--- src/rtl/machine_trace_pkg.sv ---
// Shared definitions for the JK-machine trace-capture stage: capture mode
// encoding, the event word layout and a helper that packs an event.
package machine_trace_pkg;

  typedef enum logic [1:0] {
    MODE_IDLE     = 2'd0,
    MODE_ARMED    = 2'd1,
    MODE_POSTTRIG = 2'd2,
    MODE_DONE     = 2'd3
  } mode_t;

  localparam int EVT_W       = 7;
  localparam int EVT_F_BIT   = 6;
  localparam int EVT_PREV_HI = 5;
  localparam int EVT_PREV_LO = 3;
  localparam int EVT_S_HI    = 2;
  localparam int EVT_S_LO    = 0;

  // Event word: {F, prev_S, S}.
  function automatic logic [EVT_W-1:0] make_event(input logic       f,
                                                  input logic [2:0] prev_s,
                                                  input logic [2:0] s);
    logic [EVT_W-1:0] e;
    e = '0;
    e[EVT_F_BIT]               = f;
    e[EVT_PREV_HI:EVT_PREV_LO] = prev_s;
    e[EVT_S_HI:EVT_S_LO]       = s;
    return e;
  endfunction

endpackage

--- src/rtl/trace_fifo.sv ---
// Single-clock FIFO holding captured trace events.
// Read port handshake: rd_req is honoured only when empty=0 (and no flush);
// an accepted request in cycle n yields rd_valid=1 with rd_data in cycle n+1,
// one entry per accepted request, back-to-back requests stream one per cycle.
// A write while full is only accepted if a read is accepted in the same cycle.
module trace_fifo
  import machine_trace_pkg::*;
#(
  parameter int DEPTH = 8,
  parameter int W     = EVT_W
) (
  input  logic         clk,
  input  logic         reset,
  input  logic         flush,
  input  logic         wr_en,
  input  logic [W-1:0] wr_data,
  input  logic         rd_req,
  output logic [W-1:0] rd_data,
  output logic         rd_valid,
  output logic         empty,
  output logic         full
);

  localparam int AW = $clog2(DEPTH);

  logic [AW:0]  wr_ptr;
  logic [AW:0]  rd_ptr;
  logic [W-1:0] mem [DEPTH];
  logic         rd_fire;
  logic         wr_fire;

  assign empty   = (wr_ptr == rd_ptr);
  assign full    = (wr_ptr[AW] != rd_ptr[AW]) &&
                   (wr_ptr[AW-1:0] == rd_ptr[AW-1:0]);
  assign rd_fire = rd_req && !empty && !flush;
  assign wr_fire = wr_en && (!full || rd_fire) && !flush;

  // Pointer update; flush rewinds both pointers so the FIFO reads as empty.
  always_ff @(posedge clk) begin
    if (reset || flush) begin
      wr_ptr <= '0;
      rd_ptr <= '0;
    end else begin
      if (wr_fire) wr_ptr <= wr_ptr + 1'b1;
      if (rd_fire) rd_ptr <= rd_ptr + 1'b1;
    end
  end

  // Storage array; contents need no reset since empty gates every read.
  always_ff @(posedge clk) begin
    if (wr_fire) mem[wr_ptr[AW-1:0]] <= wr_data;
  end

  // Registered read data and its one-cycle valid pulse.
  always_ff @(posedge clk) begin
    if (reset) begin
      rd_data  <= '0;
      rd_valid <= 1'b0;
    end else begin
      rd_valid <= rd_fire;
      if (rd_fire) rd_data <= mem[rd_ptr[AW-1:0]];
    end
  end

endmodule

--- src/rtl/machine_trace.sv ---
// Trace capture for the 3-bit JK sequence machine: detects state changes,
// arms/triggers/freezes capture with a small FSM, counts F rising edges and
// flags dropped events. Events are buffered in trace_fifo for host readout.
module machine_trace
  import machine_trace_pkg::*;
#(
  parameter int DEPTH = 8,
  parameter int POST  = 4,
  parameter int CNT_W = 8
) (
  input  logic             CLK,
  input  logic             RESET,
  input  logic [2:0]       S,
  input  logic             F,
  input  logic             arm,
  input  logic             rd_req,
  output logic [EVT_W-1:0] rd_data,
  output logic             rd_valid,
  output logic             empty,
  output logic             full,
  output logic             overflow,
  output logic [CNT_W-1:0] f_count,
  output logic [1:0]       mode
);

  localparam int            PW     = $clog2(DEPTH) + 1;
  localparam logic [PW-1:0] POST_V = PW'(POST);

  mode_t         state;
  mode_t         state_nxt;
  logic [2:0]    prev_s;
  logic          prev_f;
  logic [PW-1:0] post_cnt;
  logic [PW-1:0] post_cnt_inc;
  logic          evt;
  logic          capturing;
  logic          wr_en;
  logic          trigger;
  logic          post_step;
  logic          f_rise;

  assign evt          = (S != prev_s);
  assign capturing    = (state == MODE_ARMED) || (state == MODE_POSTTRIG);
  assign wr_en        = evt && capturing && !arm;
  assign trigger      = wr_en && F && (state == MODE_ARMED);
  assign post_step    = wr_en && (state == MODE_POSTTRIG);
  assign post_cnt_inc = post_cnt + PW'(1);
  assign f_rise       = F && !prev_f;
  assign mode         = state;

  // Previous-cycle copies of S and F for event and edge detection.
  always_ff @(posedge CLK) begin
    if (RESET) begin
      prev_s <= 3'b000;
      prev_f <= 1'b0;
    end else begin
      prev_s <= S;
      prev_f <= F;
    end
  end

  // Capture FSM state register.
  always_ff @(posedge CLK) begin
    if (RESET) state <= MODE_IDLE;
    else       state <= state_nxt;
  end

  // Capture FSM next state; arm always restarts the capture.
  always_comb begin
    state_nxt = state;
    if (arm) begin
      state_nxt = MODE_ARMED;
    end else begin
      case (state)
        MODE_ARMED: begin
          if (trigger) begin
            if (POST == 0) state_nxt = MODE_DONE;
            else           state_nxt = MODE_POSTTRIG;
          end
        end
        MODE_POSTTRIG: begin
          if (post_step && (post_cnt_inc == POST_V)) state_nxt = MODE_DONE;
        end
        default: ;
      endcase
    end
  end

  // Post-trigger event counter; dropped events still count.
  always_ff @(posedge CLK) begin
    if (RESET || arm)   post_cnt <= '0;
    else if (trigger)   post_cnt <= '0;
    else if (post_step) post_cnt <= post_cnt_inc;
  end

  // Saturating count of F rising edges while capturing.
  always_ff @(posedge CLK) begin
    if (RESET || arm) begin
      f_count <= '0;
    end else if (capturing && f_rise && (f_count != {CNT_W{1'b1}})) begin
      f_count <= f_count + CNT_W'(1);
    end
  end

  // Sticky drop flag: an event met a full FIFO with no read to make room.
  always_ff @(posedge CLK) begin
    if (RESET || arm)                    overflow <= 1'b0;
    else if (wr_en && full && !rd_req)   overflow <= 1'b1;
  end

  trace_fifo #(
    .DEPTH (DEPTH),
    .W     (EVT_W)
  ) u_fifo (
    .clk      (CLK),
    .reset    (RESET),
    .flush    (arm),
    .wr_en    (wr_en),
    .wr_data  (make_event(F, prev_s, S)),
    .rd_req   (rd_req),
    .rd_data  (rd_data),
    .rd_valid (rd_valid),
    .empty    (empty),
    .full     (full)
  );

endmodule
--- config.mk ---
export PLATFORM = sky130hd
export DESIGN_NAME = machine_trace
export DESIGN_NICKNAME = d
export VERILOG_FILES = /design/src/rtl/machine_trace_pkg.sv /design/src/rtl/trace_fifo.sv /design/src/rtl/machine_trace.sv
export SDC_FILE = /design/constraint.sdc
export NUM_CORES = 1
export LEC_CHECK = 0
export CORE_UTILIZATION = 35
export CTS_CLUSTER_DIAMETER = 80
export DETAILED_ROUTE_END_ITERATION = 10
export PLACE_DENSITY = 0.61
export SKIP_LAST_GASP = 1
export SLEW_MARGIN = 20
export SYNTH_ARGS = -nofsm -noshare
export SYNTH_HDL_FRONTEND = slang
export SYNTH_HIERARCHICAL = 1
export SYNTH_SLANG_ARGS = --single-unit
--- constraint.sdc ---
create_clock -name CLK -period 3.2 [get_ports CLK]
set_clock_uncertainty 0.05 [all_clocks]
set_input_delay 0.32 -clock CLK [delete_from_list [all_inputs] [get_ports CLK]]
set_output_delay 0.32 -clock CLK [all_outputs]
set_load 0.1 [all_outputs]
==> results.sh, run 1 <==
export IMPL_status="completed"
export IMPL_first_iter_violations=165
export IMPL_crit_family="simple AND/OR/NAND/NOR gates"
export IMPL_via_count=2412
export IMPL_crit_chain="clkdlybuf4s50_1, xor2_1, nor3_1, nor3_1, nor2b_1, o21ai_1, nor4b_1, buf_4"
export IMPL_drv_cap=0
export IMPL_fin_util=0.436
export IMPL_synthesis_area_sq_um=3950
export IMPL_crit_path_frequent_cell="nor3_1"
export IMPL_drv_slew=0
export IMPL_pwr_share_seq=0.508
export IMPL_grt_max_degree=20
export IMPL_yosys_top_cells_area="edfxtp_1 (43%), dfxtp_1 (18%), mux4_2 (8.0%)"
export IMPL_end_kind="flip-flop"
export IMPL_drt_vias_per_instance=5.15
export IMPL_port_buffers=28
export IMPL_synthCells=278
export IMPL_tightest_slew_ps=973
export IMPL_hold_buffers=0
export IMPL_initial_utilization=0.361
export IMPL_switching_share=0.225
export IMPL_seqCellArea_sq_um=2380
export IMPL_synthTopCellsByCount="edfxtp_1 (56), dfxtp_1 (35), nor2_1 (20)"
export IMPL_ys_warn_count=6
export IMPL_cts_setup_buffers=0
export IMPL_hold_viol=0
export IMPL_avgSynthCellArea_sq_um=14.2
export IMPL_synth_edf_count=56
export IMPL_nNetsFinal=338
export IMPL_cts_max_level=3
export IMPL_max_stage_delay_ps=550
export IMPL_core_sq_um=10900
export IMPL_area_growth_pct=20.7
export IMPL_antenna_left=0
export IMPL_setup_tns_ps=0
export IMPL_hold_path_class="flip-flop to flip-flop"
export IMPL_maxSlewHeadroom=0.349
export IMPL_hold_slack_ps=422
export IMPL_finalSetupViolCount=0
export IMPL_gr_total_overflow=0
export IMPL_place_congestion=0.762
export IMPL_p_leak_nw=1.56
export IMPL_multi_input_area_sq_um=1470
export IMPL_wirelength_mm=7.97
export IMPL_path_clk_slew_ps=70
export IMPL_cts_buffers=9
export IMPL_rsz0062_at_grt="no"
export IMPL_p_sw_uw=556
export IMPL_required_ps=3200
export IMPL_firstDrtPassIters=4
export IMPL_drive_gt1_frac=0.210
export IMPL_wire_per_inst_microns=17.0
export IMPL_tritoncts="yes"
export IMPL_power_density_nw_per_um2=518
export IMPL_grt_pass1_vias=2331
export IMPL_ys_types=62
export IMPL_critPathSlowestCell="clkdlybuf4s50_1"
export IMPL_ys_seq_area_frac=0.603
export IMPL_fillerInstances=1009
export IMPL_path_class="input pin to flip-flop"
export IMPL_drc_errors=0
export IMPL_path_buf_inv=2
export IMPL_dp_hpwl_mm=5.69
export IMPL_synth_top_flop_cell="edfxtp_1"
export IMPL_synth_most_common_cell="edfxtp_1"
export IMPL_fin_crit_ps=2520
export IMPL_post_cts_resized=0
export IMPL_clock_latency_ps=340
export IMPL_synth_top_area_frac=0.425
export IMPL_die_h_microns=108
export IMPL_io_pins=29
export IMPL_fmax_ghz=0.397
export IMPL_clockBufferDepth=2
export IMPL_grt_pass1_wl_mm=12.8
export IMPL_critical_path_max_fanout=7
export IMPL_worstPathArrival_ps=2510
export IMPL_ir_drop_v=0.000236
export IMPL_die_x_microns=108
export IMPL_synth_seq_cells=91
export IMPL_clockPowerShare=0.447
export IMPL_combPwrFrac=0.045
export IMPL_dp_cells=452
export IMPL_p_int_mw=1.91
export IMPL_num_rows=38
export IMPL_root_buffer="clkbuf_16"
export IMPL_synth_net_count=293
export IMPL_start_kind="input pin"
export IMPL_die_area_sq_um=11700
export IMPL_period_share=0.786
export IMPL_clock_sinks=91
export IMPL_insertedDiodeCount=0
export IMPL_yosysTopAreaCell="edfxtp_1"
export IMPL_async_reset_ff_frac=0
export IMPL_antenna_found_initial=0
export IMPL_fin_cells=468
export IMPL_grt_usage=0.149
[metrics by stage]
step                      instance area (sq um)  worst slack, ps  power [mW]
after floorplan                            3960             -108        1.34
after global placement                     4460              465        1.39
after detailed placement                   4460              389        1.39
after CTS                                  4770              718        2.50
after global routing                       4770              467        2.55
final                                      4770              684        2.47
[power groups by stage]
stage	sequential (mW)	combinational (mW)	clock [mW]
6_report	1.25	0.111	1.10
5_1_grt	1.26	0.122	1.17
4_1_cts	1.25	0.114	1.13
3_5_place_dp	1.28	0.113	0
3_3_place_gp	1.28	0.113	0
2_1_floorplan	1.30	0.0455	0
[final cells by class]
class                      instances  area share
sequential                        91       0.499
clock inverter                     7      0.0184
multi-input combinational        168       0.308
clock buffer                       9      0.0472
tap                              140      0.0367
inverter                           7     0.00551
timing repair buffer              46      0.0850
[cells by family after synthesis]
family,after synthesis,share of synthesized area
mux,29,0.118
fa+ha+maj,7,0.0222
flops,91,0.603
compound gates,38,0.0807
simple gates,81,0.115
xor+xnor,13,0.0345
buf+inv,19,0.0272
[final timing paths]
kind	from	endpoint	slack, ps	depth (start not counted)
worst min-delay path	overflow$_SDFFE_PP0P_	overflow$_SDFFE_PP0P_	420	1
worst max-delay path	S[2]	u_fifo/mem[1][6]$_DFFE_PP_	680	8
worst max register to register	prev_s[0]$_SDFF_PP0_	u_fifo/mem[1][6]$_DFFE_PP_	780	8
worst min register to register	overflow$_SDFFE_PP0P_	overflow$_SDFFE_PP0P_	420	1
[registers in the layout, indices dropped and copies added (netlist names)]
signal	cells
u_fifo/mem	56
f_count	8
u_fifo/rd_data	7
post_cnt	4
u_fifo/rd_ptr	4
u_fifo/wr_ptr	4
prev_s	3
mode	2
overflow	1
prev_f	1
u_fifo/rd_valid	1
[routing by layer]
metal | track usage | vias to the layer above | wire length (microns)
li1 | - | 1173 | -
met1 | 0.206 | 1178 | 3760
met2 | 0.229 | 50 | 3790
met3 | 0.0325 | 11 | 285
met4 | 0.0598 | 0 | 138
met5 | 0 | - | 0
[cell usage in the layout, fill, tap and decap left out, drive strengths merged, types with 4 or more instances in the layout]
cell	instances
edfxtp	56
dfxtp	35
clkdlybuf4s50	24
buf	22
nor2	20
mux2i	14
mux4	14
nand2	13
inv	11
clkbuf	9
nor3	9
xor2	7
ha	7
a21oi	7
a211oi	7
o21ai	6
xnor2	6
nand3	5
or3	5
nand4	5
nor2b	5
nor4b	4
Power figures use the tool's default switching activity.
==> run 2, diff against run 1 <==
Clock period 3.2 ns to 2.5 ns, I/O delays scaled along.
==> results.sh, run 2 (synthesis gave the netlist of run 1 again) <==
export IMPL_status="completed"
export IMPL_critPathLaunch="mode[0]$_SDFFE_PP0P_"
export IMPL_finalSetupViolCount=0
export IMPL_cp_depth=8
export IMPL_p_int_mw=2.44
export IMPL_io_pins=29
export IMPL_wire_per_inst_microns=16.2
export IMPL_initial_utilization=0.361
export IMPL_grt_pass1_vias=2497
export IMPL_antenna_left=0
export IMPL_wirelength_mm=7.76
export IMPL_worstRegToRegCells=8
export IMPL_core_sq_um=10900
export IMPL_final_area_sq_um=4900
export IMPL_required_ps=2500
export IMPL_cts_max_level=3
export IMPL_switching_share=0.219
export IMPL_r2r_slack_ps=270
export IMPL_hold_buffers=0
export IMPL_path_class="flip-flop to flip-flop"
export IMPL_layout_common_cells="edfxtp_1 (56), buf_4 (49), dfxtp_1 (33)"
export IMPL_pwr_share_seq=0.513
export IMPL_r2r_end="u_fifo/mem[2][3]$_DFFE_PP_"
export IMPL_first_iter_violations=108
export IMPL_combPwrFrac=0.051
export IMPL_maxSlewHeadroom=0.642
export IMPL_drc_errors=0
export IMPL_fmax_ghz=0.448
export IMPL_clock_sinks=91
export IMPL_drive_gt1_frac=0.303
export IMPL_p_leak_nw=1.66
export IMPL_rsz0062_at_grt="no"
export IMPL_power_density_nw_per_um2=639
export IMPL_hold_viol=0
export IMPL_p_sw_uw=685
export IMPL_drt_vias_per_instance=4.94
export IMPL_r2r_start="mode[0]$_SDFFE_PP0P_"
export IMPL_grt_usage=0.148
export IMPL_antenna_found_initial=0
export IMPL_num_rows=38
export IMPL_drv_slew=0
export IMPL_die_x_microns=108
export IMPL_end_kind="flip-flop"
export IMPL_place_congestion=0.736
export IMPL_drv_cap=0
export IMPL_crit_end="u_fifo/mem[2][3]$_DFFE_PP_"
export IMPL_insertedDiodeCount=0
export IMPL_via_count=2372
export IMPL_clock_latency_ps=340
export IMPL_cts_setup_buffers=0
export IMPL_layout_commonest_cell="edfxtp_1"
export IMPL_die_h_microns=108
export IMPL_path_buf_inv=3
export IMPL_setup_tns_ps=0
export IMPL_tritoncts="yes"
export IMPL_crit_path_frequent_cell="buf_4"
export IMPL_clockPowerShare=0.436
export IMPL_tightest_slew_ps=531
export IMPL_crit_family="simple AND/OR/NAND/NOR gates"
export IMPL_critPathSlowestCell="ha_1"
export IMPL_grt_pass1_wl_mm=12.8
export IMPL_dp_hpwl_mm=5.52
export IMPL_fin_crit_ps=2230
export IMPL_die_area_sq_um=11700
export IMPL_path_clk_slew_ps=60
export IMPL_nNetsFinal=350
export IMPL_largest_register_ffs=56
export IMPL_port_buffers=28
export IMPL_critical_path_max_fanout=7
export IMPL_period_share=0.893
export IMPL_ir_drop_v=0.000313
export IMPL_gr_total_overflow=0
export IMPL_hold_path_class="flip-flop to flip-flop"
export IMPL_clockBufferDepth=2
export IMPL_crit_chain="inv_1, ha_1, nor3_1, nor2b_1, o21ai_1, buf_4, nor4b_4, buf_4"
export IMPL_dpl_instance_area_sq_um=4600
export IMPL_max_stage_delay_ps=370
export IMPL_area_growth_pct=23.9
export IMPL_firstDrtPassIters=4
export IMPL_cts_buffers=9
export IMPL_post_cts_resized=0
export IMPL_grt_max_degree=20
export IMPL_worstPathArrival_ps=2230
export IMPL_root_buffer="clkbuf_16"
export IMPL_start_kind="flip-flop"
run 2: power groups by stage:
stage                     registers, mW  clock network [mW]  logic, mW
final                              1.60                1.37      0.158
after global routing               1.61                1.46      0.171
after CTS                          1.60                1.41      0.161
after global placement             1.64                   0      0.159
after detailed placement           1.64                   0      0.160
after floorplan                    1.66                   0     0.0604
run 2: worst min-delay path by stage:
stage | start | endpoint | depth (start not counted)
after global routing | overflow$_SDFFE_PP0P_ | overflow$_SDFFE_PP0P_ | 1
final | overflow$_SDFFE_PP0P_ | overflow$_SDFFE_PP0P_ | 1
after floorplan | RESET | mode[0]$_SDFFE_PP0P_ | 1
after detailed placement | overflow$_SDFFE_PP0P_ | overflow$_SDFFE_PP0P_ | 1
after global placement | overflow$_SDFFE_PP0P_ | overflow$_SDFFE_PP0P_ | 1
after CTS | overflow$_SDFFE_PP0P_ | overflow$_SDFFE_PP0P_ | 1
run 2: per-stage QoR:
step	instances	hold WS (ps)	total power, mW	setup slack (ps)	util
after floorplan	278	269	1.72	21.7	-
after global placement	464	420	1.80	15.4	0.420
after detailed placement	464	414	1.80	-36.3	0.420
after CTS	480	429	3.18	236	0.448
after global routing	480	450	3.24	24.0	0.448
final	480	423	3.13	268	0.448
run 2: final cells by class:
| cell class | count | area, sq um |
|---|---|---|
| clock inverter | 6 | 71.3 |
| timing repair buffer | 58 | 478 |
| tap | 140 | 175 |
| inverter | 7 | 26.3 |
| sequential | 91 | 2390 |
| clock buffer | 10 | 229 |
| multi-input combinational | 168 | 1530 |
| fill | 1001 | 6040 |
run 2: worst register-to-register path, delay by kind of cell (launching register included):
kind	cells	cell delay [ps]
and+or+nand+nor	3	670
DFF	1	360
adders and majority gates	1	370
buffers and inverters	3	410
AOI/OAI and AO/OA	1	80
run 2: per-layer routing:
layer / share of wire / up-vias / wire length, microns / global-route usage
met4: 0.0097 / 0 / 75 / 0.0444
met2: 0.49 / 27 / 3790 / 0.246
met1: 0.48 / 1146 / 3740 / 0.187
li1: - / 1193 / - / -
met5: 0 / - / 0 / 0
met3: 0.021 / 6 / 164 / 0.0398
